File: config.mk
export PLATFORM = sky130hd
export DESIGN_NAME = ram_slot_arbiter
export DESIGN_NICKNAME = d
export VERILOG_FILES = /design/src/rtl/ram_slot_arbiter.sv
export SDC_FILE = /design/constraint.sdc
export NUM_CORES = 1
export LEC_CHECK = 0
export ABC_AREA = 1
export CORE_MARGIN = 2
export CORE_UTILIZATION = 45
export CTS_CLUSTER_SIZE = 8
export DETAILED_ROUTE_END_ITERATION = 10
export PLACE_DENSITY = 0.73
export SLEW_MARGIN = 20
export SYNTH_ARGS = -nofsm -noshare
export SYNTH_HDL_FRONTEND = slang
export SYNTH_SLANG_ARGS = --single-unit
File: constraint.sdc
create_clock -name clk32 -period 2.4 [get_ports clk32]
set_input_delay 0.24 -clock clk32 [delete_from_list [all_inputs] [get_ports clk32]]
set_output_delay 0.24 -clock clk32 [all_outputs]
set_load 0.005 [all_outputs]
File: src/rtl/ram_slot_arbiter.sv
// DRAM slot arbiter: hands each 250 ns memory slot to one requester
// (video/refresh on phase-0 slots, DMA/CPU on phase-1 slots), owns the
// refresh request timer and the DMA-vs-CPU fairness limit.
module ram_slot_arbiter #(
  parameter int REF_INTERVAL = 32,
  parameter int REF_URGENT   = 4,
  parameter int DMA_RUN_MAX  = 3,
  parameter int PEND_W       = 3
) (
  input  logic              clk32,
  input  logic              reset,
  input  logic              slot_en,
  input  logic              slot_phase,
  input  logic              req_vid,
  input  logic              req_dma,
  input  logic              req_cpu,
  output logic              gnt_vid,
  output logic              gnt_ref,
  output logic              gnt_dma,
  output logic              gnt_cpu,
  output logic              ack_vid,
  output logic              ack_dma,
  output logic              ack_cpu,
  output logic              slot_busy,
  output logic [PEND_W-1:0] ref_pend
);

  localparam int SLOT_W = (REF_INTERVAL > 1) ? $clog2(REF_INTERVAL) : 1;
  localparam int RUN_W  = (DMA_RUN_MAX > 0) ? $clog2(DMA_RUN_MAX + 1) : 1;

  localparam logic [SLOT_W-1:0] SLOT_LAST = SLOT_W'(REF_INTERVAL - 1);
  localparam logic [PEND_W-1:0] PEND_SAT  = {PEND_W{1'b1}};
  localparam logic [RUN_W-1:0]  RUN_SAT   = RUN_W'(DMA_RUN_MAX);

  // Bit positions inside the one-hot grant vector.
  localparam int G_VID = 3;
  localparam int G_REF = 2;
  localparam int G_DMA = 1;
  localparam int G_CPU = 0;

  typedef enum logic {IDLE, OWNED} state_t;

  state_t             state_q, state_d;
  logic [3:0]         gnt_q, gnt_d;
  logic [PEND_W-1:0]  pend_q, pend_d;
  logic [SLOT_W-1:0]  slot_cnt_q, slot_cnt_d;
  logic [RUN_W-1:0]   run_q, run_d;
  logic               wrap;
  logic               pend_urgent;
  logic               ack_vid_c, ack_dma_c, ack_cpu_c;

  // State register: everything clears on reset, so a mid-slot reset drops grants.
  always_ff @(posedge clk32) begin
    if (reset) begin
      state_q    <= IDLE;
      gnt_q      <= '0;
      pend_q     <= '0;
      slot_cnt_q <= '0;
      run_q      <= '0;
    end else begin
      state_q    <= state_d;
      gnt_q      <= gnt_d;
      pend_q     <= pend_d;
      slot_cnt_q <= slot_cnt_d;
      run_q      <= run_d;
    end
  end

  // Next-slot arbitration, acks, refresh timer and DMA run tracking; all
  // state is frozen except on the slot_en strobe.
  always_comb begin
    state_d     = state_q;
    gnt_d       = gnt_q;
    pend_d      = pend_q;
    slot_cnt_d  = slot_cnt_q;
    run_d       = run_q;
    wrap        = 1'b0;
    ack_vid_c   = 1'b0;
    ack_dma_c   = 1'b0;
    ack_cpu_c   = 1'b0;
    pend_urgent = (int'({1'b0, pend_q}) >= REF_URGENT);

    if (slot_en) begin
      // Close the current slot: ack the owner only if it still wants the bus.
      if (state_q == OWNED && !reset) begin
        ack_vid_c = gnt_q[G_VID] & req_vid;
        ack_dma_c = gnt_q[G_DMA] & req_dma;
        ack_cpu_c = gnt_q[G_CPU] & req_cpu;
      end

      gnt_d = '0;
      if (!slot_phase) begin
        if (pend_urgent)        gnt_d[G_REF] = 1'b1;
        else if (req_vid)       gnt_d[G_VID] = 1'b1;
        else if (pend_q != '0)  gnt_d[G_REF] = 1'b1;
      end else begin
        if (req_cpu && run_q >= RUN_SAT) gnt_d[G_CPU] = 1'b1;
        else if (req_dma)                gnt_d[G_DMA] = 1'b1;
        else if (req_cpu)                gnt_d[G_CPU] = 1'b1;
      end
      state_d = (gnt_d != '0) ? OWNED : IDLE;

      // Fairness: count back-to-back DMA wins, forget them once the CPU
      // gets in or DMA stops asking.
      if (gnt_d[G_DMA]) begin
        if (run_q != RUN_SAT) run_d = run_q + 1'b1;
      end else if (gnt_d[G_CPU] || (slot_phase && !req_dma)) begin
        run_d = '0;
      end

      // Refresh timer ticks on phase-0 slots; a wrap and a refresh grant
      // in the same strobe cancel out.
      if (!slot_phase) begin
        wrap       = (slot_cnt_q == SLOT_LAST);
        slot_cnt_d = wrap ? '0 : slot_cnt_q + 1'b1;
      end
      if (wrap && !gnt_d[G_REF]) begin
        if (pend_q != PEND_SAT) pend_d = pend_q + 1'b1;
      end else if (!wrap && gnt_d[G_REF]) begin
        pend_d = pend_q - 1'b1;
      end
    end
  end

  assign gnt_vid   = gnt_q[G_VID];
  assign gnt_ref   = gnt_q[G_REF];
  assign gnt_dma   = gnt_q[G_DMA];
  assign gnt_cpu   = gnt_q[G_CPU];
  assign ack_vid   = ack_vid_c;
  assign ack_dma   = ack_dma_c;
  assign ack_cpu   = ack_cpu_c;
  assign slot_busy = |gnt_q;
  assign ref_pend  = pend_q;

endmodule
==> results by group, run 1 <==
Setup path
  • Worst flop-to-flop path startpoint: slot_cnt_q[0]
  • Data required time of the worst path: 2.16 ns
  • Startpoint Class: input pin
  • Worst r2r path cells: 12
  • CP cell instances: clkdlybuf4s50_1 > inv_1 > nand3_1 > nor3_1 > clkdlybuf4s50_1
  • End of the worst register-to-register path: ref_pend[2]
  • R2R Setup Slk: 0.47 ns
  • Critical path launch point: reset
  • Worst path max stage delay: roughly 0.53 ns
  • Critical Path End Type: primary output
  • Worst EP arrival: around 1.9 ns
  • Crit Path Max Fanout: 10
  • CP dominant cell by count: clkdlybuf4s50_1
  • CP max-delay cell: clkdlybuf4s50_1
  • Kind of critical path: in -> out

Routing
  • Routed wire length: between 1500 and 2000 um
  • Starting DRT DRC Count: 16
  • Routed WL per cell: between 10 and 15 um
  • Routed Antenna Nets: 0
  • Vias per cell: 5.117
  • Drc violations: 0
  • Via count: 742
  • Drt pass-1 iters: 4

Placement
  • DP Wirelength: ~1300 um
  • Port Buf Inserts: 17
  • Gpl congestion: 0.7239

STA
  • RSZ-0062 raised after global routing: false
  • Tightest Pin Transition: 0.2640 ns
  • Final min period: ~2.1 ns
  • Final period util: slightly below 90%
  • Slew headroom: between 80% and 90%
  • Achievable Freq: ~0.48 GHz
  • Final Hold Fails: 0
  • Skew final: roughly 0.0023 ns
  • # setup viols final: 0
  • Hold slack: about 0.47 ns
  • TNS Setup: 0 ns
  • Slew Limit Fails: 0

Pwr
  • Net Sw Power: roughly 0.11 mW
  • Clock power frac: 30.1%
  • Max IR drop VDD: 0.3965 mV
  • Power Internal: about 0.35 mW
  • Sequential share of power: between 50% and 60%
  • P_leak: a little over 0.4 nW
  • Sw Ratio: about 24%
  • Power Density: ~460 nW/um^2
  • Gate power share: a little over an eighth

Clock tree
  • Htree depth: 1
  • Clock slew at reported path FFs: about 0.08 ns
  • CTS root buffer: clkbuf_4
  • Post-cts repair resize count: 0
  • Clock latency on the worst-skew pair: roughly 0.28 ns
  • Clk sinks: 15
  • TritonCTS clock tree: done
  • CTS max path bufs: 2
  • Post-CTS Setup Bufs: 0
  • Total CTS buffers: 3
  • Post-CTS Hold Fix Bufs: 0

Layout
  • Most frequent cells in the layout: clkdlybuf4s50_1, inv_1, nor2_1, dfxtp_1, nand2_1
  • Synthesis-to-layout area growth: 29.26%
  • Share of layout cells above drive strength 1: 9.375%
  • Commonest non-fill, non-tap cell in the layout: clkdlybuf4s50_1
  • Final #Nets: 140
  • Layout fillers: 157
  • ANT cells: 0
  • Multi-input logic area: about 410 um^2
  • Storage element area: between 300 and 400 um^2

Die
  • Die Y: 45.59 um
  • Initial core utilization: 46.59%
  • Total die area: between 2000 and 2500 um^2
  • Ports: 18
  • Core area: between 1500 and 2000 um^2
  • Row count: 15
  • Chip width: 45.59 um

Logic synthesis
  • Mapped Cells: roughly 110
  • Post-synth cell types: 24
  • Post-synthesis cell area: just under 800 um^2
  • Syn avg cell area: 7.342 um^2
  • Seq cells post-synth: 15
  • Post-synthesis sequential area ratio: 38.59%
  • Ys Warns: 0
  • Post-synthesis net count: 117

Global routing
  • Vias in the first global route: between 600 and 700
  • Largest net degree at the start of global routing: 11
  • Initial antenna violation count: 0
  • Total gr overflow: 0
  • First-pass GRT wire length: ~2700 um
  • Total track usage: about 18%

Worst hold path
  • Hold Crit Start: run_q[1]
  • Hold WC Path Type: reg -> reg
  • Hold EP: run_q[1]
  • Hold Path Depth: 2

Status
  • Run status: completed

Job
  • Max_cap viols: 0
-- registers in the layout, indices dropped and copies added, names as in the netlist --
| signal | count |
|---|---|
| state_q | 1 |
| gnt_q | 4 |
| ref_pend | 3 |
| run_q | 2 |
| slot_cnt_q | 5 |
-- through the flow --
stage                     setup WS [ns]  std cells  utilization (%)  power, mW  area (um^2)
after floorplan                  0.6622        106                -     0.2976        778.2
after global routing             0.1701        145            60.22     0.4910         1006
after detailed placement         0.3118        141            58.65     0.3317        979.7
after global placement           0.3709        141            58.65     0.3299        979.7
after CTS                        0.3110        145            60.22     0.4725         1006
final                            0.3063        145            60.22     0.4663         1006
-- how the worst max path moves through the flow --
stage	end	slack [ns]
final	ack_dma	0.31
after global routing	ack_dma	0.17
after CTS	ack_cpu	0.31
after detailed placement	ack_cpu	0.31
after global placement	ack_cpu	0.37
after floorplan	ref_pend[2]	0.66
-- layout make-up --
| cell class | instances | share of cell area, % |
|---|---|---|
| well taps | 17 | 2.114 |
| flip-flops and latches | 15 | 29.85 |
| inverters | 17 | 6.343 |
| clock buffers | 4 | 2.612 |
| multi-input cells | 73 | 40.67 |
| repair buffers | 19 | 18.41 |
-- worst max-delay path, delay by kind of cell --
kind / cells / cell delay (ns)
simple gates: 2 / 0.34
buf+inv: 3 / 1.28
-- metal layers --
| layer | part of all wire (%) | track usage [%] |
|---|---|---|
| met3 | 2.3 | 3.571 |
| met5 | 0 | 0 |
| met4 | 0.97 | 7.059 |
| met2 | 47 | 30.70 |
| met1 | 50 | 21.81 |
-- cell families after synthesis --
logic type / after synthesis / share of synthesized area (%)
xor gates and xnor gates: 1 / 1.126
DFF: 15 / 38.59
adders and majority gates: 4 / 7.396
AOI/OAI and AO/OA: 22 / 16.24
and+or+nand+nor: 46 / 27.81
buffers and inverters: 18 / 8.842
-- power groups by stage --
stage / registers (mW) / logic [mW] / clock network [mW]
global placement: 0.268 / 0.0616 / 0
detailed placement: 0.269 / 0.0629 / 0
CTS: 0.263 / 0.0631 / 0.147
finish: 0.263 / 0.0630 / 0.141
floorplan: 0.268 / 0.0297 / 0
global route: 0.264 / 0.0713 / 0.156
-- synth_stat cells (all sizes together) --
cell,n,share of area [%]
a211oi,1,0.96
fa,1,2.6
or2,1,0.80
nor3,4,3.2
nand2,14,7.1
nand3,9,6.4
dfxtp,15,39
nand4,2,1.6
a21oi,8,5.1
o21ai,10,7.4
a31oi,1,0.80
xor2,1,1.1
nor2,16,8.7
o21a,1,0.96
inv,17,8.2
ha,3,4.8
o211ai,1,0.96
buf,1,0.64
(Power assumes the default switching activity.)
==> inputs of run 2 (changes only) <==
--- a/config.mk
+++ b/config.mk
@@ -11,6 +11,7 @@
 export CTS_CLUSTER_SIZE = 8
 export DETAILED_ROUTE_END_ITERATION = 10
 export PLACE_DENSITY = 0.73
+export RECOVER_POWER = 100
 export SLEW_MARGIN = 20
 export SYNTH_ARGS = -nofsm -noshare
 export SYNTH_HDL_FRONTEND = slang
==> run 2 against run 1 <==
Compared with the run above: hold slack is essentially flat; global-route usage is the same; flip-flop and latch count is the same; via count grew 0.54%; final area shrank 1.9%; power shrank 0.80%; critical path depth is the same; cell count is the same; sequential power is essentially flat; first-iteration DRC count shrank 6.3%.
==> results by group, run 2 (synthesized netlist as in run 1, its figures left out) <==
Setup path
  • Startpoint Class: input pin (unchanged)
  • Data required time of the worst path: 2.16 ns (about the same)
  • Crit Path Max Fanout: 10 (unchanged)
  • Kind of critical path: in -> out (unchanged)
  • Critical Path End Type: primary output (unchanged)
  • Worst EP arrival: 1.90 ns (was 1.85 ns)
  • R2R Setup Slk: 0.39 ns (was 0.47 ns)

Clock tree
  • Post-cts repair resize count: 0 (unchanged)
  • Post-CTS Setup Bufs: 0 (unchanged)
  • Clock slew at reported path FFs: 0.08 ns (about the same)
  • Clk sinks: 15 (unchanged)
  • Post-CTS Hold Fix Bufs: 0 (unchanged)
  • CTS max path bufs: 2 (unchanged)
  • TritonCTS clock tree: done (unchanged)
  • Htree depth: 1 (unchanged)
  • Total CTS buffers: 3 (unchanged)
  • CTS root buffer: clkbuf_4 (unchanged)
  • Clock latency on the worst-skew pair: 0.28 ns (about the same)

Die
  • Initial core utilization: 46.59% (unchanged)
  • Total die area: 2078 um^2 (unchanged)
  • Chip width: 45.59 um (unchanged)
  • Ports: 18 (unchanged)
  • Core area: 1670 um^2 (unchanged)
  • Row count: 15 (unchanged)
  • Die Y: 45.59 um (unchanged)

STA
  • TNS Setup: 0 ns (unchanged)
  • Final Hold Fails: 0 (unchanged)
  • Achievable Freq: 0.4677 GHz (was 0.4776 GHz)
  • Slew Limit Fails: 0 (unchanged)
  • Slew headroom: 72.65% (was 82.38%)
  • Hold slack: 0.4712 ns (about the same)
  • Final period util: 89.09% (was 87.24%)
  • RSZ-0062 raised after global routing: false (unchanged)
  • # setup viols final: 0 (unchanged)
  • Tightest Pin Transition: 0.4103 ns (was 0.2640 ns)
  • Skew final: 0.001951 ns (was 0.002253 ns)
  • Final min period: 2.138 ns (was 2.094 ns)

Layout
  • Largest Register: slot_cnt_q (unchanged)
  • Largest register FFs: 5 (unchanged)
  • Layout fillers: 163 (was 157)
  • Most frequent cells in the layout: inv_1, nor2_1, dfxtp_1, nand2_1, dlygate4sd3_1 (was clkdlybuf4s50_1, inv_1, nor2_1, dfxtp_1, nand2_1)
  • Synthesis-to-layout area growth: 26.85% (was 29.26%)
  • Share of layout cells above drive strength 1: 5.469% (was 9.375%)
  • Commonest non-fill, non-tap cell in the layout: inv_1 (was clkdlybuf4s50_1)
  • ANT cells: 0 (unchanged)
  • Final #Nets: 140 (unchanged)

Routing
  • Via count: 746 (was 742)
  • Routed WL per cell: 10.60 um (was 10.61 um)
  • Routed wire length: 1537 um (was 1539 um)
  • Starting DRT DRC Count: 15 (was 16)
  • Drt pass-1 iters: 4 (unchanged)
  • Drc violations: 0 (unchanged)
  • Routed Antenna Nets: 0 (unchanged)
  • Vias per cell: 5.145 (was 5.117)

Global routing
  • Largest net degree at the start of global routing: 11 (unchanged)
  • Total gr overflow: 0 (unchanged)
  • Vias in the first global route: 674 (unchanged)
  • First-pass GRT wire length: 2718 um (unchanged)
  • Total track usage: 17.95% (unchanged)
  • Initial antenna violation count: 0 (unchanged)

Worst hold path
  • Hold WC Path Type: reg -> reg (unchanged)

Status
  • Run status: completed (unchanged)

Placement
  • Gpl congestion: 0.7239 (unchanged)
  • Port Buf Inserts: 17 (unchanged)
  • DP Wirelength: 1251 um (unchanged)

Pwr
  • Max IR drop VDD: 0.4006 mV (was 0.3965 mV)
  • P_leak: 0.4370 nW (was 0.4096 nW)
  • Power Density: 468.6 nW/um^2 (was 463.5 nW/um^2)

Job
  • Max_cap viols: 0 (unchanged)
run 2: cell count changes in the layout (fill, tap and decap cells not counted), sizes merged:
| cell | change |
|---|---|
| clkbuf | +1 |
| clkdlybuf4s50 | -13 |
| dlygate4sd3 | +13 |
| buf | -1 |
run 2: worst paths after layout:
path                               startpoint           to  depth (start not counted)
worst max-delay path                    reset      ack_dma                          5
worst min register to register       run_q[1]     run_q[1]                          2
worst max register to register  slot_cnt_q[0]  ref_pend[2]                         12
worst min-delay path                 run_q[1]     run_q[1]                          2
run 2: final cells by class:
class	instances	area (um^2)	area share, %
Multi-Input combinational cell	73	394.1	39.92
Sequential cell	15	300.3	30.42
Timing Repair Buffer	19	181.4	18.38
Inverter	17	63.81	6.464
Clock buffer	4	26.28	2.662
Tap cell	17	21.27	2.155
run 2: worst max-delay path, stage by stage:
cell,delay [ns]
clkdlybuf4s50_1,0.49
inv_1,0.25
nand3_1,0.17
nor3_1,0.16
dlygate4sd3_1,0.59
run 2: metrics by stage:
stage	total power, mW	worst slack (ns)	utilization [%]	instances	instance area [um^2]
after global routing	0.4854	0.1235	59.10	145	987.2
final	0.4626	0.2618	59.10	145	987.2
after CTS	0.4725	0.3110	60.22	145	1006
after floorplan	0.2976	0.6622	-	106	778.2
after global placement	0.3299	0.3709	58.65	141	979.7
after detailed placement	0.3317	0.3118	58.65	141	979.7
run 2: where the power goes:
| part | total, mW | internal [mW] | switching, mW |
|---|---|---|---|
| Combinational | 0.0577 | 0.0272 | 0.0304 |
| Sequential | 0.263 | 0.257 | 0.00545 |
| Clock | 0.142 | 0.0646 | 0.0777 |
| Total | 0.463 | 0.349 | 0.114 |
run 2: routing by layer:
metal  part of all wire (%)  vias up  track usage (%)
li1                       -      394                -
met1                     49      338            21.81
met2                     47       12            30.70
met3                    2.5        2            3.571
met4                    1.4        0            7.059
met5                      0        -                0
==> inputs of run 3 (changes only) <==
--- a/config.mk
+++ b/config.mk
@@ -12,7 +12,6 @@
 export DETAILED_ROUTE_END_ITERATION = 10
 export PLACE_DENSITY = 0.73
 export RECOVER_POWER = 100
-export SLEW_MARGIN = 20
 export SYNTH_ARGS = -nofsm -noshare
 export SYNTH_HDL_FRONTEND = slang
 export SYNTH_SLANG_ARGS = --single-unit
==> constraint.sdc (replaced) <==
create_clock -name clk32 -period 2.4 [get_ports clk32]
set_input_delay 0.6 -clock clk32 [delete_from_list [all_inputs] [get_ports clk32]]
set_output_delay 0.6 -clock clk32 [all_outputs]
set_load 0.005 [all_outputs]
==> run 3 against run 2 <==
Compared with the run above: combinational power grew 16%; sequential share of layout area shrank 1.6 points; routed wire length grew 10%; critical path depth shrank 1; die area is the same; clock skew shrank 0.00067 ns; via count grew 4.2%; non-clock buffer count grew 7; register-to-register slack gained 0.07 ns; largest cell class unchanged.
==> results by group, run 3 (synthesized netlist as in run 1, its figures left out) <==
Status
  • Run status: completed (unchanged)

STA
  • Skew final: 0.001276 ns (was 0.001951 ns)
  • # setup viols final: 0 (unchanged)
  • Worst setup margin: 0.1974 ns (was 0.2618 ns)
  • Final Hold Fails: 0 (unchanged)
  • Final period util: 91.77% (was 89.09%)
  • Achievable Freq: 0.4540 GHz (was 0.4677 GHz)
  • Slew headroom: 74.72% (was 72.65%)
  • Hold slack: 0.4885 ns (was 0.4712 ns)
  • Final min period: 2.203 ns (was 2.138 ns)
  • Slew Limit Fails: 0 (unchanged)
  • Tightest Pin Transition: 0.3778 ns (was 0.4103 ns)
  • RSZ-0062 raised after global routing: false (unchanged)

Die
  • Chip width: 45.59 um (unchanged)
  • Total die area: 2078 um^2 (unchanged)
  • Ports: 18 (unchanged)
  • Initial core utilization: 46.59% (unchanged)
  • Die Y: 45.59 um (unchanged)
  • Core area: 1670 um^2 (unchanged)
  • Row count: 15 (unchanged)

Clock tree
  • Clock latency on the worst-skew pair: 0.28 ns (about the same)
  • CTS max path bufs: 2 (unchanged)
  • Clock slew at reported path FFs: 0.08 ns (about the same)
  • Htree depth: 1 (unchanged)
  • Total CTS buffers: 3 (unchanged)
  • Post-CTS Setup Bufs: 0 (unchanged)
  • CTS root buffer: clkbuf_4 (unchanged)
  • Clk sinks: 15 (unchanged)
  • TritonCTS clock tree: done (unchanged)

Layout
  • Synthesis-to-layout area growth: 33.92% (was 26.85%)
  • Share of layout cells above drive strength 1: 11.11% (was 5.469%)
  • Largest Register: slot_cnt_q (unchanged)
  • Final #Nets: 147 (was 140)
  • Largest register FFs: 5 (unchanged)
  • ANT cells: 0 (unchanged)
  • Fin area: 1042 um^2 (was 987.2 um^2)
  • Commonest non-fill, non-tap cell in the layout: inv_1 (unchanged)
  • Most frequent cells in the layout: inv_1, nor2_1, dfxtp_1, nand2_1, dlygate4sd3_1 (unchanged)

Placement
  • DP Wirelength: 1368 um (was 1251 um)
  • Place WS: -0.08981 ns (was 0.3118 ns)
  • Gpl congestion: 0.6880 (was 0.7239)
  • Placed cell areas: 1032 um^2 (was 979.7 um^2)
  • Port Buf Inserts: 17 (unchanged)

Worst hold path
  • Hold Path Depth: 2 (unchanged)
  • Hold WC Path Type: reg -> reg (unchanged)
  • Hold EP: run_q[1] (unchanged)
  • Hold Crit Start: run_q[1] (unchanged)

Pwr
  • Design Power: 0.4703 mW (was 0.4626 mW)
  • Power Density: 451.3 nW/um^2 (was 468.6 nW/um^2)
  • P_leak: 0.4713 nW (was 0.4370 nW)
  • Max IR drop VDD: 0.2924 mV (was 0.4006 mV)

Setup path
  • Worst EP arrival: 1.60 ns (was 1.90 ns)
  • R2R Setup Slk: 0.46 ns (was 0.39 ns)
  • Startpoint Class: input pin (unchanged)
  • Worst r2r path cells: 12 (unchanged)
  • Critical Path End Type: primary output (unchanged)
  • CP max-delay cell: clkdlybuf4s50_1 (was dlygate4sd3_1)
  • Crit Path Max Fanout: 3 (was 10)
  • CP cell instances: clkdlybuf4s50_1 > nand3_1 > nor3_1 > dlygate4sd2_1 (was clkdlybuf4s50_1 > inv_1 > nand3_1 > nor3_1 > dlygate4sd3_1)
  • Family with the most delay on the worst path: buffers and inverters (unchanged)
  • End of the worst register-to-register path: ref_pend[2] (unchanged)
  • Kind of critical path: in -> out (unchanged)
  • Worst path max stage delay: 0.48 ns (was 0.59 ns)
  • CP bufs+invs: 2 (was 3)
  • Data required time of the worst path: 1.80 ns (was 2.16 ns)
  • Worst flop-to-flop path startpoint: slot_cnt_q[0] (unchanged)

Routing
  • Vias per cell: 5.112 (was 5.145)
  • Routed WL per cell: 11.13 um (was 10.60 um)
  • Via count: 777 (was 746)
  • Starting DRT DRC Count: 10 (was 15)
  • Drc violations: 0 (unchanged)
  • Routed Antenna Nets: 0 (unchanged)
  • Drt pass-1 iters: 4 (unchanged)
  • Routed wire length: 1691 um (was 1537 um)

Global routing
  • Initial antenna violation count: 0 (unchanged)
  • First-pass GRT wire length: 2794 um (was 2718 um)
  • Largest net degree at the start of global routing: 11 (unchanged)
  • Total gr overflow: 0 (unchanged)
  • Vias in the first global route: 710 (was 674)
  • Total track usage: 18.33% (was 17.95%)

Job
  • Max_cap viols: 0 (unchanged)
run 3: per-layer routing:
metal / up-vias / track usage [%] / share of wire, %
met5: - / 0 / 0
met4: 0 / 5.294 / 0.71
met3: 3 / 3.571 / 3.1
met2: 15 / 31.83 / 51
met1: 351 / 22.68 / 46
li1: 408 / - / -
run 3: power by group:
part	leakage (nW)	internal [mW]	switching [mW]	total (mW)
clock	0.0150	0.0645	0.0763	0.141
combinational	0.334	0.0347	0.0322	0.0670
sequential	0.122	0.257	0.00546	0.263
run 3: area by class of cell:
type,count,area [um^2]
clock buffer,4,26.28
fill,162,628.1
inverter,17,63.81
multi-input combinational,73,399.1
sequential,15,300.3
tap,17,21.27
timing repair buffer,26,231.5
run 3: tightest hold or removal path: cells and delay by family (launching register included):
kind               cells  cell delay [ns]
DFF                    1             0.32
and+or+nand+nor        1             0.06
AOI/OAI and AO/OA      1             0.06
run 3: worst max-delay path by stage:
stage	from	endpoint	slack, ns	depth (start not counted)
CTS	slot_en	ack_vid	0.0005	4
detailed placement	reset	ack_cpu	-0.09	5
floorplan	slot_cnt_q[0]	ref_pend[2]	0.66	12
global placement	slot_en	ack_dma	-0.05	4
global route	reset	ack_cpu	0.11	5
finish	slot_en	ack_cpu	0.20	4
run 3: timing repair:
item	4_1_cts	5_1_grt
resized for setup	3	1
pin swaps	0	0
endpoints found under the setup margin	3	1
hold buffers	0	0
run 3: per-stage QoR:
step | instances | TNS (ns) | util, %
6_report | 152 | 0 | 62.40
2_1_floorplan | 106 | 0 | -
3_5_place_dp | 148 | -0.2039 | 61.80
5_1_grt | 152 | 0 | 62.40
3_3_place_gp | 148 | -0.1126 | 61.80
4_1_cts | 152 | 0 | 63.52
